### src/rtl/fsm_step_driver.sv
// fsm_step_driver
//   Initiator for the 2-bit step-code interface of the 4-state step FSM.
//   The driven FSM in state k advances only when its in_signal equals
//   (k+1) mod 4. It reports (k+1) mod 4 on its out_signal.
//   On start this block drives num_steps advancing codes, one per step.
//   It confirms each advance on fsm_out and holds a non-advancing code
//   between steps. It reports completion (done) or a timeout (error).
//
// Parameters
//   CNT_W   width of num_steps / steps_done (and wraps)
//   TIMEOUT mismatching CHECK cycles tolerated before error (>= 1)
//   GAP     idle cycles between a confirmed step and the next STEP
//
// Ports
//   clk         clock, posedge
//   reset_n     synchronous active-low reset
//   start       begin a sequence (sampled in IDLE only)
//   num_steps   step count, latched on accepted start
//   fsm_out     out_signal of the driven FSM
//   drive_code  registered code to the FSM's in_signal
//   busy        high while in STEP/CHECK/GAP
//   done        one-cycle pulse after a successful sequence
//   error       sticky timeout flag, cleared on accepted start
//   steps_done  confirmed steps in the current/last sequence
//   wraps       (FSM_DRV_WRAP_CNT_EN only) full FSM rotations seen
//
// Optional feature macro: FSM_DRV_WRAP_CNT_EN
//
// state | meaning
// IDLE  | track hold code fsm_out-1, wait for start
// STEP  | drive the advancing code for one cycle
// CHECK | wait for fsm_out == exp+1, bounded by TIMEOUT
// GAP   | hold code for GAP cycles before the next STEP
// DONE  | sequence complete; done pulses on the following cycle

module fsm_step_driver #(
  parameter int CNT_W   = 8,
  parameter int TIMEOUT = 4,
  parameter int GAP     = 1
) (
  input  logic             clk,
  input  logic             reset_n,
  input  logic             start,
  input  logic [CNT_W-1:0] num_steps,
  input  logic [1:0]       fsm_out,
  output logic [1:0]       drive_code,
  output logic             busy,
  output logic             done,
  output logic             error,
  output logic [CNT_W-1:0] steps_done
`ifdef FSM_DRV_WRAP_CNT_EN
  ,
  output logic [CNT_W-1:0] wraps
`endif
);

  localparam int TW = (TIMEOUT > 1) ? $clog2(TIMEOUT) : 1;
  localparam int GW = (GAP > 1) ? $clog2(GAP) : 1;
  localparam logic [TW-1:0] TO_LAST  = TW'(TIMEOUT - 1);
  localparam logic [GW-1:0] GAP_LAST = (GAP > 0) ? GW'(GAP - 1) : '0;

  typedef enum logic [2:0] {
    IDLE  = 3'd0,
    STEP  = 3'd1,
    CHECK = 3'd2,
    GAP_S = 3'd3,
    DONE  = 3'd4
  } state_t;

  state_t           state_q, state_d;
  logic [1:0]       drive_q, drive_d;
  logic [1:0]       exp_q, exp_d;
  logic             busy_q, busy_d;
  logic             done_q, done_d;
  logic             error_q, error_d;
  logic [CNT_W-1:0] steps_q, steps_d;
  logic [CNT_W-1:0] num_q, num_d;
  logic [TW-1:0]    timer_q, timer_d;
  logic [GW-1:0]    gap_q, gap_d;
`ifdef FSM_DRV_WRAP_CNT_EN
  logic [CNT_W-1:0] wraps_q, wraps_d;
`endif

  logic [1:0]       hold_code;
  logic [1:0]       exp_next;
  logic [CNT_W-1:0] steps_inc;

  always_comb begin
    hold_code = fsm_out - 2'd1;
    exp_next  = exp_q + 2'd1;
    steps_inc = steps_q + CNT_W'(1);
  end

  always_comb begin
    state_d = state_q;
    drive_d = drive_q;
    exp_d   = exp_q;
    error_d = error_q;
    steps_d = steps_q;
    num_d   = num_q;
    timer_d = timer_q;
    gap_d   = gap_q;
`ifdef FSM_DRV_WRAP_CNT_EN
    wraps_d = wraps_q;
`endif

    case (state_q)
      IDLE: begin
        drive_d = hold_code;
        if (start) begin
          num_d   = num_steps;
          error_d = 1'b0;
          steps_d = '0;
`ifdef FSM_DRV_WRAP_CNT_EN
          wraps_d = '0;
`endif
          if (num_steps == '0) begin
            state_d = DONE;
          end else begin
            state_d = STEP;
            exp_d   = fsm_out;
            drive_d = fsm_out;
          end
        end
      end

      STEP: begin
        drive_d = exp_q;
        timer_d = '0;
        state_d = CHECK;
      end

      CHECK: begin
        // Once the FSM has moved, exp is one behind it and thus non-advancing.
        drive_d = exp_q;
        if (fsm_out == exp_next) begin
          steps_d = steps_inc;
`ifdef FSM_DRV_WRAP_CNT_EN
          if (fsm_out == 2'b01) wraps_d = wraps_q + CNT_W'(1);
`endif
          if (steps_inc == num_q) begin
            state_d = DONE;
          end else if (GAP == 0) begin
            state_d = STEP;
            exp_d   = fsm_out;
            drive_d = fsm_out;
          end else begin
            state_d = GAP_S;
            gap_d   = '0;
          end
        end else if (timer_q == TO_LAST) begin
          error_d = 1'b1;
          state_d = IDLE;
          drive_d = hold_code;
        end else begin
          timer_d = timer_q + TW'(1);
        end
      end

      GAP_S: begin
        // fsm_out is not checked here; exp is re-sampled on STEP entry.
        if (gap_q == GAP_LAST) begin
          state_d = STEP;
          exp_d   = fsm_out;
          drive_d = fsm_out;
        end else begin
          gap_d = gap_q + GW'(1);
        end
      end

      DONE: begin
        state_d = IDLE;
      end

      default: begin
        state_d = IDLE;
        drive_d = hold_code;
      end
    endcase

    busy_d = (state_d == STEP) || (state_d == CHECK) || (state_d == GAP_S);
    // The pulse follows the DONE cycle so every output stays a plain flop.
    done_d = (state_q == DONE);
  end

  always_ff @(posedge clk) begin
    if (!reset_n) begin
      state_q <= IDLE;
      drive_q <= 2'b00;
      exp_q   <= 2'b00;
      busy_q  <= 1'b0;
      done_q  <= 1'b0;
      error_q <= 1'b0;
      steps_q <= '0;
      num_q   <= '0;
      timer_q <= '0;
      gap_q   <= '0;
`ifdef FSM_DRV_WRAP_CNT_EN
      wraps_q <= '0;
`endif
    end else begin
      state_q <= state_d;
      drive_q <= drive_d;
      exp_q   <= exp_d;
      busy_q  <= busy_d;
      done_q  <= done_d;
      error_q <= error_d;
      steps_q <= steps_d;
      num_q   <= num_d;
      timer_q <= timer_d;
      gap_q   <= gap_d;
`ifdef FSM_DRV_WRAP_CNT_EN
      wraps_q <= wraps_d;
`endif
    end
  end

  assign drive_code = drive_q;
  assign busy       = busy_q;
  assign done       = done_q;
  assign error      = error_q;
  assign steps_done = steps_q;
`ifdef FSM_DRV_WRAP_CNT_EN
  assign wraps      = wraps_q;
`endif

endmodule

### config.mk
export PLATFORM = sky130hd
export DESIGN_NAME = fsm_step_driver
export DESIGN_NICKNAME = d
export VERILOG_FILES = /design/src/rtl/fsm_step_driver.sv
export SDC_FILE = /design/constraint.sdc
export NUM_CORES = 1
export LEC_CHECK = 0
export CAP_MARGIN = 20
export CORE_MARGIN = 1
export CORE_UTILIZATION = 25
export DETAILED_ROUTE_END_ITERATION = 7
export SLEW_MARGIN = 30
export SYNTH_ARGS = -nofsm -noshare
export SYNTH_HDL_FRONTEND = slang
export SYNTH_SLANG_ARGS = --single-unit
export TNS_END_PERCENT = 100
### constraint.sdc
create_clock -name clk -period 2.89 [get_ports clk]
set_input_delay 0.578 -clock clk [delete_from_list [all_inputs] [get_ports clk]]
set_output_delay 0.578 -clock clk [all_outputs]
set_load 0.1 [all_outputs]
# [Yosys cells after proc, flatten, opt, wreduce, memory -nomap -nowiden]
# Index checks and enable logic that the tools add are counted.
# Widths: inputs -> output; s select.
[totals] regBits=29 in_bits=13 output_inout_bits=13 word_cells=79
[classes] addsub=5 n_eq_ne=18 muxes=30 n_bitwise=1 reduce_logical=15
[ops] cell="$mux 2" count=9
[ops] cell="$mux 3" count=6
[ops] cell="$mux 8" count=2
[ops] cell="$ne 2x2->1 const B" count=8
[ops] cell="$pmux 8 s2" count=1
[ops] cell="$eq 3x2->1 const B" count=4
[ops] cell="$pmux 3 s4" count=1
[ops] cell="$pmux 2 s5" count=1
[ops] cell="$reduce_and 3->1" count=3
[ops] cell="$add 8x1->8 const B" count=1
[ops] cell="$eq 8x8->1" count=1
[ops] cell="$logic_not 8->1" count=1
[ops] cell="$pmux 2 s2" count=2
[ops] cell="$reduce_and 4->1" count=2
[ops] cell="$reduce_bool 2->1" count=4
[ops] cell="$eq 3x1->1 const B" count=2
[ops] cell="$mux 1" count=6
[ops] cell="$add 2x1->2 const B" count=2
[ops] cell="$pmux 1 s2" count=2
[ops] cell="$reduce_and 2->1" count=2
[ops] cell="$eq 3x3->1 const B" count=1
[ops] cell="$logic_not 3->1" count=1
[ops] cell="$eq 2x2->1" count=1
[ops] cell="$eq 2x2->1 const B" count=1
[ops] cell="4 further kinds" count=5

# [Logic depth before layout (Yosys ltp)]
# Gate-level depths: netlist of the first run.
[logic_depth] word_depth=8 ltp_mapped=7 ltp_nobuf=6

# [Worst setup path after synthesis of the first run]
# No wires, ideal clock.
[synth_path] path_kind="flip-flop to flip-flop" startpoint="register steps_q[0], in the netlist steps_done[0]" endpoint="register busy_q, in the netlist busy" arrival_ps=2363 required_time_ps=2766 setup_slack_ps=403 path_stages_with_launch=7 n_path_buf=0 synth_period_minus_slack_ps=2487 path_cell_list="dfxtp_1 -> ha_1 -> and3_1 -> and4_1 -> o2111ai_1 -> o32ai_1 -> a21oi_1"
[synth_between] elab_chain_cells=8
[synth_rtl] element="start: declaration" line="76" rtl="logic [CNT_W-1:0] steps_q, steps_d;"
[synth_rtl] element="start signal: assignment" line="208" rtl="steps_q <= steps_d;"
[synth_rtl] element="$add 8x1->8 (*)" line="91" rtl="steps_inc = steps_q + CNT_W'(1);"
[synth_rtl] element="$eq 8x8->1 (*)" line="141" rtl="if (steps_inc == num_q) begin"
[synth_rtl] element="$mux 3 (*)" line="141"
[synth_rtl] element="$mux 3 (*)" line="136" rtl="if (fsm_out == exp_next) begin"
[synth_rtl] element="$pmux 3 s4 (*)" line="107" rtl="case (state_q)"
[synth_rtl] element="$eq 3x1->1 or $eq 3x2->1 (tied branches)" line="181" rtl="busy_d = (state_d == STEP) || (state_d == CHECK) || (state_d == GAP_S);"
[synth_rtl] element="$logic_or 1x1->1" line="181"
[synth_rtl] element="$logic_or 1x1->1 (*)" line="181"
[synth_rtl] element="end signal: assignment" line="205" rtl="busy_q <= busy_d;"
[synth_rtl] element="end: declaration" line="73" rtl="logic busy_q, busy_d;"
# Mark *: on every way between the ends. The rest lies on a longest branch, timed or not.
# A chain may end at the register's enable or synchronous reset.

# [Final worst setup path of the first run]
[layout_path] startpoint="input fsm_out[1]" endpoint="register state_q[2]"
[layout_between] elab_chain_cells=3
[layout_rtl] element="start: declaration" line="45" rtl="input logic [1:0] fsm_out,"
[layout_rtl] element="$eq 2x2->1" line="136"
[layout_rtl] element="$mux 3" line="136"
[layout_rtl] element="$pmux 3 s4" line="107"
[layout_rtl] element="end signal: assignment" line="202" rtl="state_q <= state_d;"
[layout_rtl] element="end: declaration" line="70" rtl="state_t state_q, state_d;"
# Every way passes these cells.

==> results of run 1 <==
==> power breakdown <==
| part | switching [W] | internal (W) |
|---|---|---|
| combinational | 0.000168 | 0.000101 |
| clock | 0.000130 | 0.000186 |
| sequential | 0.0000251 | 0.000410 |
| total | 0.000323 | 0.000697 |
==> stage by stage <==
stage          hold slack, ns  instances
5_1_grt                 0.493        289
3_5_place_dp            0.459        285
3_3_place_gp            0.443        285
4_1_cts                 0.473        289
6_report                0.471        289
2_1_floorplan           0.434        190
==> routing by layer <==
layer | global-route usage | part of all wire | vias to the layer above
li1 | - | - | 746
met1 | 0.174 | 0.51 | 670
met2 | 0.208 | 0.44 | 31
met3 | 0.0220 | 0.046 | 5
met4 | 0.0386 | 0.0097 | 0
met5 | 0 | 0 | -
==> area by class of cell <==
class                           instances  area (sq um)
Sequential cell                        28           561
Multi-Input combinational cell        150           992
Fill cell                             650          4080
Clock inverter                          1          30.0
Clock buffer                            3          41.3
Tap cell                               75          93.8
Inverter                                1          3.75
Timing Repair Buffer                   31           263
==> critical path, stage by stage <==
cell and delay (ns):
clkdlybuf4s50_1 0.49, xnor2_1 0.30, mux2i_1 0.33, o2111ai_1 0.21, nor3_1 0.30, a31o_1 0.18
==> logic make-up after synthesis <==
| kind of cell | count (synthesis) | synth area share |
|---|---|---|
| DFF | 28 | 0.349 |
| buffers and inverters | 12 | 0.0327 |
| muxes | 4 | 0.0281 |
| xor gates and xnor gates | 11 | 0.0600 |
| adders and majority gates | 2 | 0.0156 |
| AOI/OAI and AO/OA | 49 | 0.218 |
| and+or+nand+nor | 84 | 0.296 |
==> final timing paths <==
kind	end	slack (ns)	cells after the start	from
setup / recovery	state_q[2]	0.73	6	fsm_out[1]
hold / removal	timer_q[1]	0.47	2	timer_q[1]
setup reg to reg	state_q[2]	0.88	6	steps_done[0]
hold reg to reg	timer_q[1]	0.47	2	timer_q[1]
==> state kept, by name, summed over array words and instances (netlist names) <==
signal,cells
busy,1
timer_q,2
num_q,8
steps_done,8
state_q,3
exp_q,2
drive_code,2
done,1
error,1
==> cell usage in the layout (no fill, tap or decap), drive strengths merged, types with 5 or more instances in the layout <==
cell and count:
a21boi 11, o21ai 9, xor2 5, nor2b 5, a21oi 11, nor2 6
nand2 34, xnor2 6, nand2b 5, clkdlybuf4s50 12, buf 19, dfxtp 28
==> summary.txt, run 1 <==
Outcome - finished, final reports clean
Synth top area share - 0.349
Worst Path Required - 3.12 ns
Clock skew - 0.00810 ns
TritonCTS Sinks - 28
Pwr per Cell Area - 514 nW/um^2
Die height - 82.1 um
Fin. Hold Viols - 0
Setup bufs post-CTS - 0
Leak - 0.734 nW
Skew-Pair Late Insertion Delay - 0.28 ns
Num CTS Buffers - 3
Max Clock Freq - 462 MHz
Total gr overflow - 0
Max Transition Viols Final - 0
Cells after synthesis - 190
Pre-Repair DR Iteration Count - 4
Post-Syn Area per Cell - 8.45 sq um
Die W - 82.1 um
Initial antenna violation count - 0
Ranking of synthesized cells by area - dfxtp_1 35%, nand2_1 8.0%, a21boi_0 4.7%, xnor2_1 3.3%, a21oi_1 3.1%
Synth area leader - dfxtp_1
Max-slew headroom - 0.588
I/O Buffers - 25
Critical path endpoint category - register
CP arrival - 2.39 ns
Setup slack after layout - 0.726 ns
Post-synthesis sequential area ratio - 0.349
Via density - 5.02
DRC - 0
Routed WL per cell - 13.9 um
Ports - 26
Clock transition at path regs - 0.10 ns
Slew @ Worst Pin - 0.618 ns
Fin crit share - 0.749
Hold buffers post-CTS - 0
# setup viols final - 0
Post-Synthesis Net Count - 205
H-tree Lvls - 1
CTS resizes - 0
Area of the mapped netlist - 1610 sq um
ANT cells - 0
Ys Warns - 0
Tot Pwr - 0.00102 W
Post-DP HPWL - 3.00 mm
Post-synth EDFFs - 0
Hold crit path type - reg -> reg
Core area - 6060 sq um
DRT Wirelength - 4.02 mm
Initial core utilization - 0.265
Placed Area - 1910 sq um
Fin crit period - 2.16 ns
First-pass GRT wire length - 6.60 mm
Die ar. - 6750 sq um
Count leader, synth - nand2_1
Post-synth top cells - 34 x nand2_1, 28 x dfxtp_1, 10 x a21boi_0, 10 x a21oi_1, 9 x o21ai_0
Vias in the first global route - 1354
Crit-path max FO - 4
Synthesized flop and latch total - 28
Layout cells sized above 1 - 0.164
Core Util, Final - 0.327
Final instance area - 1980 sq um
DP Worst Slack - 0.428 ns
Sum of negative setup slack - 0 ns
FP Rows - 28
# Max-Cap Violations - 0
RSZ-0062 raised after global routing - no
Deepest clock path buffer count - 2
Routability cong. - 0.784
Aggregate global-route resource usage - 0.129
Most used DFF post-synth - dfxtp_1
Max IR drop VDD - 195 uV
Worst setup path class - in -> reg
NumNets Final - 230
Routed Antenna Nets - 0
Drt initial violations - 81
Vias - 1452
Area grow syn2layout - 23.6%
Largest net degree at the start of global routing - 26
CP startpoint kind - primary input
Synth cell types - 52
Async S/R FF share, synth - 0
TritonCTS clock tree - built
Clock root buffer - clkbuf_8
Note: power is estimated with default switching activity, not from simulation.
==> run 2, diff against run 1 <==
- clock period: 2.89 -> 2 ns (I/O delays scaled with it)
==> run 2 against run 1 <==
Wire length down 1.5%. Worst hold slack better by 0.00053 ns. Worst setup slack worse by 0.68 ns. First-iteration DRC count up 6.2%. Largest power group unchanged.
==> summary.txt, run 2 (same netlist as run 1, synthesis figures left out) <==
Max Clock Freq - 511 MHz
# setup viols final - 0
Die ar. - 6750 sq um
Skew-Pair Late Insertion Delay - 0.28 ns
Total gr overflow - 0
Vias in the first global route - 1370
Clock transition at path regs - 0.10 ns
NumNets Final - 242
Hold buffers post-CTS - 0
FP Rows - 28
Deepest clock path buffer count - 2
CP startpoint kind - primary input
RSZ-0062 raised after global routing - yes
Max IR drop VDD - 331 uV
Core area - 6060 sq um
Routability cong. - 0.788
Layout cells sized above 1 - 0.274
Placed Area - 2020 sq um
Routed Antenna Nets - 0
H-tree Lvls - 1
Outcome - finished, final reports clean
Vias - 1483
Worst Path Required - 2.17 ns
Fin. Hold Viols - 0
DP Worst Slack - -0.254 ns
Routed WL per cell - 13.1 um
DRT Wirelength - 3.96 mm
DRC - 0
Crit-path max FO - 3
TritonCTS Sinks - 28
Ports - 26
Worst setup path class - in -> reg
CP arrival - 2.12 ns
Hold crit path type - reg -> reg
TritonCTS clock tree - built
Most frequent cells in the layout - 34 x nand2_1, 31 x buf_4, 20 x dfxtp_1
Max-slew headroom - 0.711
ANT cells - 0
Final instance area - 2130 sq um
Commonest non-fill, non-tap cell in the layout - nand2_1
Final std cells w/o fill - 301
Via density - 4.93
I/O Buffers - 25
Initial core utilization - 0.265
Setup slack after layout - 0.0439 ns
Aggregate global-route resource usage - 0.126
Fin crit share - 0.978
Clock skew - 0.00261 ns
Critical path endpoint category - register
Pwr per Cell Area - 709 nW/um^2
Num CTS Buffers - 3
Initial antenna violation count - 0
Fin crit period - 1.96 ns
Slew @ Worst Pin - 0.432 ns
Drt initial violations - 86
Area grow syn2layout - 32.8%
Fillers - 631
Largest net degree at the start of global routing - 33
Leak - 0.802 nW
Placed cell count - 297
Die W - 82.1 um
Die height - 82.1 um
Post-DP HPWL - 2.93 mm
Max Transition Viols Final - 0
Clock root buffer - clkbuf_8
Pre-Repair DR Iteration Count - 4
First-pass GRT wire length - 6.56 mm
# Max-Cap Violations - 0
-- run 2: report_power, final --
| group | internal [W] | switching [W] |
|---|---|---|
| sequential | 0.000590 | 0.0000354 |
| clock | 0.000268 | 0.000195 |
| combinational | 0.000172 | 0.000252 |
-- run 2: per-layer routing --
layer  GRT usage  vias up  part of all wire
li1            -      764                 -
met1       0.175      682              0.51
met2       0.199       33              0.43
met3      0.0275        4             0.049
met4      0.0211        0            0.0068
met5           0        -                 0
-- run 2: timing repair --
action                     CTS  global route
setup endpoints to repair    0            13
gates resized for setup      0             9
setup buffers                0             0
-- run 2: layout make-up --
| cell class | instances | area [sq um] | share of cell area |
|---|---|---|---|
| Sequential cell | 28 | 576 | 0.270 |
| Multi-Input combinational cell | 150 | 1030 | 0.485 |
| Tap cell | 75 | 93.8 | 0.0440 |
| Timing Repair Buffer | 43 | 353 | 0.165 |
| Inverter | 1 | 3.75 | 0.00176 |
| Clock inverter | 1 | 30.0 | 0.0141 |
| Clock buffer | 3 | 41.3 | 0.0194 |
-- run 2: path summary, 6_finish.rpt --
check,startpoint,endpoint,slack (ns),cells after the start
worst min register to register,timer_q[1],timer_q[1],0.47,2
worst min-delay path,timer_q[1],timer_q[1],0.47,2
worst max register to register,steps_done[0],busy,0.14,6
worst max-delay path,fsm_out[1],busy,0.04,6
-- run 2: through the flow --
step	setup TNS [ns]	hold WS [ns]	util	total power [W]
6_report	0	0.472	0.352	0.00151
5_1_grt	-0.0198	0.500	0.352	0.00158
4_1_cts	0	0.470	0.345	0.00150
3_5_place_dp	-3.27	0.455	0.333	0.00104
3_3_place_gp	-3.10	0.445	0.333	0.00104
2_1_floorplan	0	0.434	-	0.000909
-- run 2: worst max-delay path, stage by stage --
cell             delay (ns)
clkdlybuf4s50_1        0.46
xnor2_2                0.26
mux2i_2                0.35
o2111ai_2              0.21
o32ai_1                0.32
a21oi_1                0.13
